===== src/rtl/aoi221_bist_ctrl.sv =====
// -----------------------------------------------------------------------------
// aoi221_bist_ctrl
//
// Self-test controller wrapped around one AOI221 cell. It walks the cell's
// five inputs through all 32 patterns. Each pattern is held for
// SETTLE_CYCLES+1 cycles. On the last hold cycle it compares the cell's ZN
// output with the golden function ZN = ~(A | (B1&B2) | (C1&C2)).
//
// At the end of a run it reports pass/fail, a saturating mismatch count and
// the index of the first failing vector.
//
// Parameters:
//   SETTLE_CYCLES  extra hold cycles per vector before ZN is sampled (0..15)
//   ERR_CNT_W      width of the saturating mismatch counter (>= 1)
//
// Optional feature (compile-time macro AOI221_BIST_FAILMAP_EN):
//   When defined, adds a 32-bit FAIL_MAP output. Bit k is set when vector k
//   mismatched in the current or last run. When undefined, neither the port
//   nor its flops exist.
//
// Ports:
//   CK         in   clock, rising edge
//   RN         in   asynchronous active-low reset; aborts any run in progress
//   START      in   begin a 32-vector run (honoured in IDLE and FIN only)
//   ZN_IN      in   ZN from the cell under test
//   A..C2      out  registered stimulus, {A,B1,B2,C1,C2} = VEC[4:0]
//   BUSY       out  high while vectors are being applied (RUN state)
//   DONE       out  one-cycle pulse in the first FIN cycle
//   PASS       out  last completed run had zero mismatches; held until START
//   ERR_CNT    out  mismatch count of the current/last run, saturating
//   FAIL_VLD   out  at least one mismatch in the current/last run
//   FAIL_VEC   out  first mismatching vector index (valid when FAIL_VLD=1)
//   FAIL_MAP   out  per-vector mismatch bitmap (only with the macro above)
//   DBG_STATE  out  current FSM state encoding, for checkers and debug
//
// Handshake: START is a level-sampled request. It is accepted on any rising
// edge where the FSM is in IDLE or FIN. It is ignored while BUSY is high.
// -----------------------------------------------------------------------------
module aoi221_bist_ctrl #(
    parameter int SETTLE_CYCLES = 2,
    parameter int ERR_CNT_W     = 6
) (
    input  logic                 CK,
    input  logic                 RN,
    input  logic                 START,
    input  logic                 ZN_IN,
    output logic                 A,
    output logic                 B1,
    output logic                 B2,
    output logic                 C1,
    output logic                 C2,
    output logic                 BUSY,
    output logic                 DONE,
    output logic                 PASS,
    output logic [ERR_CNT_W-1:0] ERR_CNT,
    output logic                 FAIL_VLD,
    output logic [4:0]           FAIL_VEC,
`ifdef AOI221_BIST_FAILMAP_EN
    output logic [31:0]          FAIL_MAP,
`endif
    output logic [1:0]           DBG_STATE
);

    typedef enum logic [1:0] {
        ST_IDLE = 2'd0,
        ST_RUN  = 2'd1,
        ST_FIN  = 2'd2
    } state_t;

    localparam logic [3:0]           LP_SETTLE  = 4'(SETTLE_CYCLES);
    localparam logic [ERR_CNT_W-1:0] LP_ERR_MAX = '1;

    state_t                 r_state;
    state_t                 w_state_nxt;
    logic [4:0]             r_vec;
    logic [3:0]             r_hold;
    logic [4:0]             r_stim;
    logic [ERR_CNT_W-1:0]   r_err_cnt;
    logic                   r_fail_vld;
    logic [4:0]             r_fail_vec;
    logic                   r_pass;

    logic                   w_busy;
    logic                   w_done;
    logic                   w_start_take;
    logic                   w_last_hold;
    logic                   w_last_vec;
    logic                   w_golden;
    logic                   w_mismatch;

    // START is only accepted outside RUN.
    assign w_start_take = START && (r_state != ST_RUN);

    // This is the compare cycle: the current vector has been held long enough.
    assign w_last_hold  = (r_state == ST_RUN) && (r_hold == LP_SETTLE);
    assign w_last_vec   = (r_vec == 5'd31);

    assign w_golden     = ~(r_vec[4] | (r_vec[3] & r_vec[2]) | (r_vec[1] & r_vec[0]));

    // Case inequality makes an X or Z on ZN_IN count as a mismatch in
    // simulation. Synthesis treats it as an ordinary inequality.
    assign w_mismatch   = (ZN_IN !== w_golden);

    // ------------------------------------------------------------------
    // FSM: state register
    // ------------------------------------------------------------------
    always_ff @(posedge CK or negedge RN) begin
        if (!RN) begin
            r_state <= ST_IDLE;
        end else begin
            r_state <= w_state_nxt;
        end
    end

    // ------------------------------------------------------------------
    // FSM: next state and state-decoded outputs
    // ------------------------------------------------------------------
    always_comb begin
        w_state_nxt = r_state;
        w_busy      = 1'b0;
        w_done      = 1'b0;
        case (r_state)
            ST_IDLE: begin
                if (START) begin
                    w_state_nxt = ST_RUN;
                end
            end
            ST_RUN: begin
                w_busy = 1'b1;
                if (w_last_hold && w_last_vec) begin
                    w_state_nxt = ST_FIN;
                end
            end
            ST_FIN: begin
                // FIN lasts exactly one cycle, so DONE is a single pulse.
                // A START held through FIN restarts on the next edge.
                w_done      = 1'b1;
                w_state_nxt = START ? ST_RUN : ST_IDLE;
            end
            default: begin
                w_state_nxt = ST_IDLE;
            end
        endcase
    end

    // ------------------------------------------------------------------
    // Vector sequencing, stimulus and result capture
    // ------------------------------------------------------------------
    always_ff @(posedge CK or negedge RN) begin
        if (!RN) begin
            r_vec      <= 5'd0;
            r_hold     <= 4'd0;
            r_stim     <= 5'd0;
            r_err_cnt  <= '0;
            r_fail_vld <= 1'b0;
            r_fail_vec <= 5'd0;
            r_pass     <= 1'b0;
        end else if (w_start_take) begin
            r_vec      <= 5'd0;
            r_hold     <= 4'd0;
            r_stim     <= 5'd0;
            r_err_cnt  <= '0;
            r_fail_vld <= 1'b0;
            r_fail_vec <= 5'd0;
            r_pass     <= 1'b0;
        end else if (r_state == ST_RUN) begin
            if (w_last_hold) begin
                if (w_mismatch) begin
                    if (r_err_cnt != LP_ERR_MAX) begin
                        r_err_cnt <= r_err_cnt + 1'b1;
                    end
                    // Only the first mismatch of a run records its vector.
                    if (!r_fail_vld) begin
                        r_fail_vld <= 1'b1;
                        r_fail_vec <= r_vec;
                    end
                end
                r_hold <= 4'd0;
                if (w_last_vec) begin
                    // The final compare result is folded in here. The
                    // registered counters only see it one edge later.
                    r_pass <= (r_err_cnt == '0) && !r_fail_vld && !w_mismatch;
                    r_vec  <= 5'd0;
                    r_stim <= 5'd0;
                end else begin
                    r_vec  <= r_vec + 5'd1;
                    r_stim <= r_vec + 5'd1;
                end
            end else begin
                r_hold <= r_hold + 4'd1;
            end
        end
    end

`ifdef AOI221_BIST_FAILMAP_EN
    logic [31:0] r_fail_map;

    // The bitmap ignores counter saturation: every failing vector is marked.
    always_ff @(posedge CK or negedge RN) begin
        if (!RN) begin
            r_fail_map <= 32'd0;
        end else if (w_start_take) begin
            r_fail_map <= 32'd0;
        end else if (w_last_hold && w_mismatch) begin
            r_fail_map[r_vec] <= 1'b1;
        end
    end

    assign FAIL_MAP = r_fail_map;
`endif

    assign {A, B1, B2, C1, C2} = r_stim;
    assign BUSY      = w_busy;
    assign DONE      = w_done;
    assign PASS      = r_pass;
    assign ERR_CNT   = r_err_cnt;
    assign FAIL_VLD  = r_fail_vld;
    assign FAIL_VEC  = r_fail_vec;
    assign DBG_STATE = r_state;

endmodule


===== config.mk =====
export PLATFORM = sky130hd
export DESIGN_NAME = aoi221_bist_ctrl
export DESIGN_NICKNAME = d
export VERILOG_FILES = /design/src/rtl/aoi221_bist_ctrl.sv
export SDC_FILE = /design/constraint.sdc
export NUM_CORES = 1
export LEC_CHECK = 0
export CAP_MARGIN = 40
export CORE_MARGIN = 4
export CORE_UTILIZATION = 54
export DETAILED_ROUTE_END_ITERATION = 8
export PLACE_DENSITY = 0.91
export SETUP_SLACK_MARGIN = 0.15
export SLEW_MARGIN = 10
export SYNTH_ARGS = -nofsm -noshare
export SYNTH_HDL_FRONTEND = slang
export SYNTH_SLANG_ARGS = --single-unit

===== constraint.sdc =====
create_clock -name CK -period 3.3 [get_ports CK]
set_clock_uncertainty 0.05 [all_clocks]
set_input_delay 0.99 -clock CK [delete_from_list [all_inputs] [get_ports CK]]
set_output_delay 0.99 -clock CK [all_outputs]
set_load 0.005 [all_outputs]

==> flow_summary_export.csv <==
group,metric,value,unit
sta,fmax,369,MHz
global_route,grt_pass1_wl,4650,µm
global_route,antenna_found_initial,0,
placed_design,io_buffers,25,
clock_network,clk_pin_slew,0.12,ns
floorplanning,dieArea,3200,µm²
setup_path,worstPathMaxFanout,8,
min_path,hp-class,"register to register",
logic_synthesis,ys_seq_area_share,47.2,%
logic_synthesis,syn_avg_cell_area,9.64,µm²
floorplanning,start_util,57.0,%
layout,area_growth,23.0,%
drt,drt_pass1_iterations,4,
clock_network,postCtsHoldBufs,0,
floorplanning,coreArea,2230,µm²
global_route,grt_use_total,18.2,%
pwr,vdd_drop_max,0.534,mV
sta,fin_crit_sh,82.1,%
flow_run,maxCapViolCount,0,
drt,wl,2650,µm
pwr,p_sw,0.463,mW
clock_network,cts_buffer_depth,2,
placed_design,dp_hpwl,1980,µm
setup_path,crit_type,"register to output pin",
clock_network,root_buffer,"clkbuf_4",
clock_network,cts_max_level,1,
floorplanning,die_w,56.5,µm
pwr,netSwitchingFraction,38.7,%
logic_synthesis,syn_nets,142,
sta,maxSlewHeadroom,58.2,%
global_route,grt_pass1_vias,1042,
clock_network,cts_buffers,3,
pwr,p_clk_share,10.4,%
pwr,cellPowerDensity,764,nW/µm²
placed_design,gp_congestion,0.848,
sta,setup_viol,0,
logic_synthesis,synth.top_cell.area_share,47.2,%
pwr,leakage,0.697,nW
sta,hold_slack,0.488,ns
drt,viasPerCell,5.82,
pwr,internal_power,0.733,mW
setup_path,cp.required,2.26,ns
drt,vias,1077,
layout,layout_common_cells,"25 x clkdlybuf4s50_1, 24 x dfrtp_1, 22 x nand2_1",
layout,fin_util,70.1,%
floorplanning,io_pins,26,
sta,hold_violations,0,
floorplanning,core.rowCount,17,
logic_synthesis,synth_area_leaders,"dfrtp_1 47%, nand2_1 6.5%, mux2i_1 6.3%",
drt,detail_route.iter0.violations,40,
logic_synthesis,ys_ff_latch,24,
drt,wl_per_cell,14.3,µm
layout,nNetsFinal,169,
layout,drive_above_1_share,5.10,%
clock_network,cts_resized,0,
clock_network,tritoncts,"done",
sta,rsz0062_at_grt,"false",
setup_path,endpoint_kind,"output pin",
logic_synthesis,synth_top_area_cell,"dfrtp_1",
logic_synthesis,synth_cell_type_count,31,
setup_path,worst_setup_path_start_kind,"register",
layout,final_common_cell,"clkdlybuf4s50_1",
logic_synthesis,synth.cell_area,1270,µm²
sta,worst_pin_slew,0.624,ns
clock_network,clkLatencyLatePin,0.31,ns
sta,tns,0,ns
status,status,"complete, no violations",
clock_network,clock_sinks,24,
global_route,grt_max_degree,25,
drt,drc_errors,0,
pwr,pwr-share-seq,44.3,%
placed_design,place_ws,0.789,ns
layout,diodes,0,
logic_synthesis,syn_inst,132,
sta,layout_setup_ws,0.591,ns
floorplanning,die_y,56.5,µm
setup_path,crit_arrival,1.67,ns
pwr,comb_power_share,45.3,%
drt,ant_nets,0,
clock_network,cts_setup_buffers,0,
sta,maxSlewViolCount,0,
logic_synthesis,ys_warn_count,0,
sta,layout_min_cycle_time,2.71,ns
global_route,grt-ovfl-total,0,
## Yosys cell counts
cell,count
a31oi_1,1
dfrtp_1,24
ha_1,6
and2_1,1
or3_1,2
o31ai_1,3
nor3_1,2
mux2i_1,8
o22ai_1,1
nor2b_1,2
a211oi_4,1
nand3_1,8
nor4_1,1
a21oi_1,10
o211ai_1,1
inv_1,7
and3_2,1
nand2b_1,2
o21ai_0,8
o211a_1,1
or4_1,2
xnor2_2,1
buf_6,1
nand2_1,22
nand4b_1,1
clkbuf_1,3
xor2_1,2
or4b_1,1
nand4_1,2
nor2_1,6
nor3b_2,1
## layer usage
layer / vias up / share of wire, % / GRT usage (%)
met5: - / 0 / 0
met4: 0 / 1.6 / 7.80
met3: 4 / 4.4 / 2.99
met2: 35 / 48 / 28.2
met1: 528 / 46 / 25.0
li1: 510 / - / -
## cells by family (layout without fill, tap and decap cells)
logic type | Yosys count | in the layout | share of synthesized area [%]
AND/OR/NAND/NOR | 54 | 54 | 21.3
AO/OA/AOI/OAI | 26 | 26 | 12.8
flip-flops | 24 | 24 | 47.2
buffers and inverters | 11 | 36 | 3.84
multiplexers | 8 | 8 | 6.29
adder cells (fa/ha/maj) | 6 | 6 | 5.90
XOR/XNOR | 3 | 3 | 2.66
## final timing paths
check | startpoint | endpoint | slack (ns) | cells after the start
max | DBG_STATE[1] | BUSY | 0.59 | 3
min | FAIL_VEC[2] | FAIL_VEC[2] | 0.49 | 2
max reg2reg | r_stim[1] | r_stim[3] | 1.27 | 5
min reg2reg | FAIL_VEC[2] | FAIL_VEC[2] | 0.49 | 2
max in group asynchronous | RN | ERR_CNT[5] | 2.00 | 2
min in group asynchronous | RN | FAIL_VEC[1] | 0.97 | 2
## registers in the layout (all words and copies together), names as in the netlist
signal,flops
DBG_STATE,2
ERR_CNT,6
FAIL_VEC,5
FAIL_VLD,1
PASS,1
r_hold,4
r_stim,5
## through the flow
| step | instances | area [µm²] | power (mW) |
|---|---|---|---|
| after floorplan | 132 | 1270 | 0.815 |
| after global placement | 182 | 1540 | 1.05 |
| after detailed placement | 182 | 1540 | 1.08 |
| after CTS | 185 | 1570 | 1.20 |
| after global routing | 185 | 1570 | 1.30 |
| final | 185 | 1570 | 1.20 |
## worst max-delay path: stages, from the launching register on
cell	delay [ns]
dfrtp_1	0.43
nand2b_1	0.27
inv_1	0.15
clkdlybuf4s50_1	0.51
## cell type report
type                    instances  area, µm²
flip-flops and latches         24        601
repair buffers                 26        258
well taps                      28       35.0
multi-input cells              97        623
clock buffers                   3       22.5
inverters                       7       26.3
fillers                       186        668
## power groups by stage
stage                     Combinational [mW]  Clock (mW)  Sequential [mW]
after detailed placement               0.544           0            0.533
final                                  0.541       0.125            0.530
after floorplan                        0.301           0            0.514
after global placement                 0.522           0            0.524
after CTS                              0.548       0.125            0.528
after global routing                   0.607       0.142            0.547
Power figures use the tool's default switching activity.
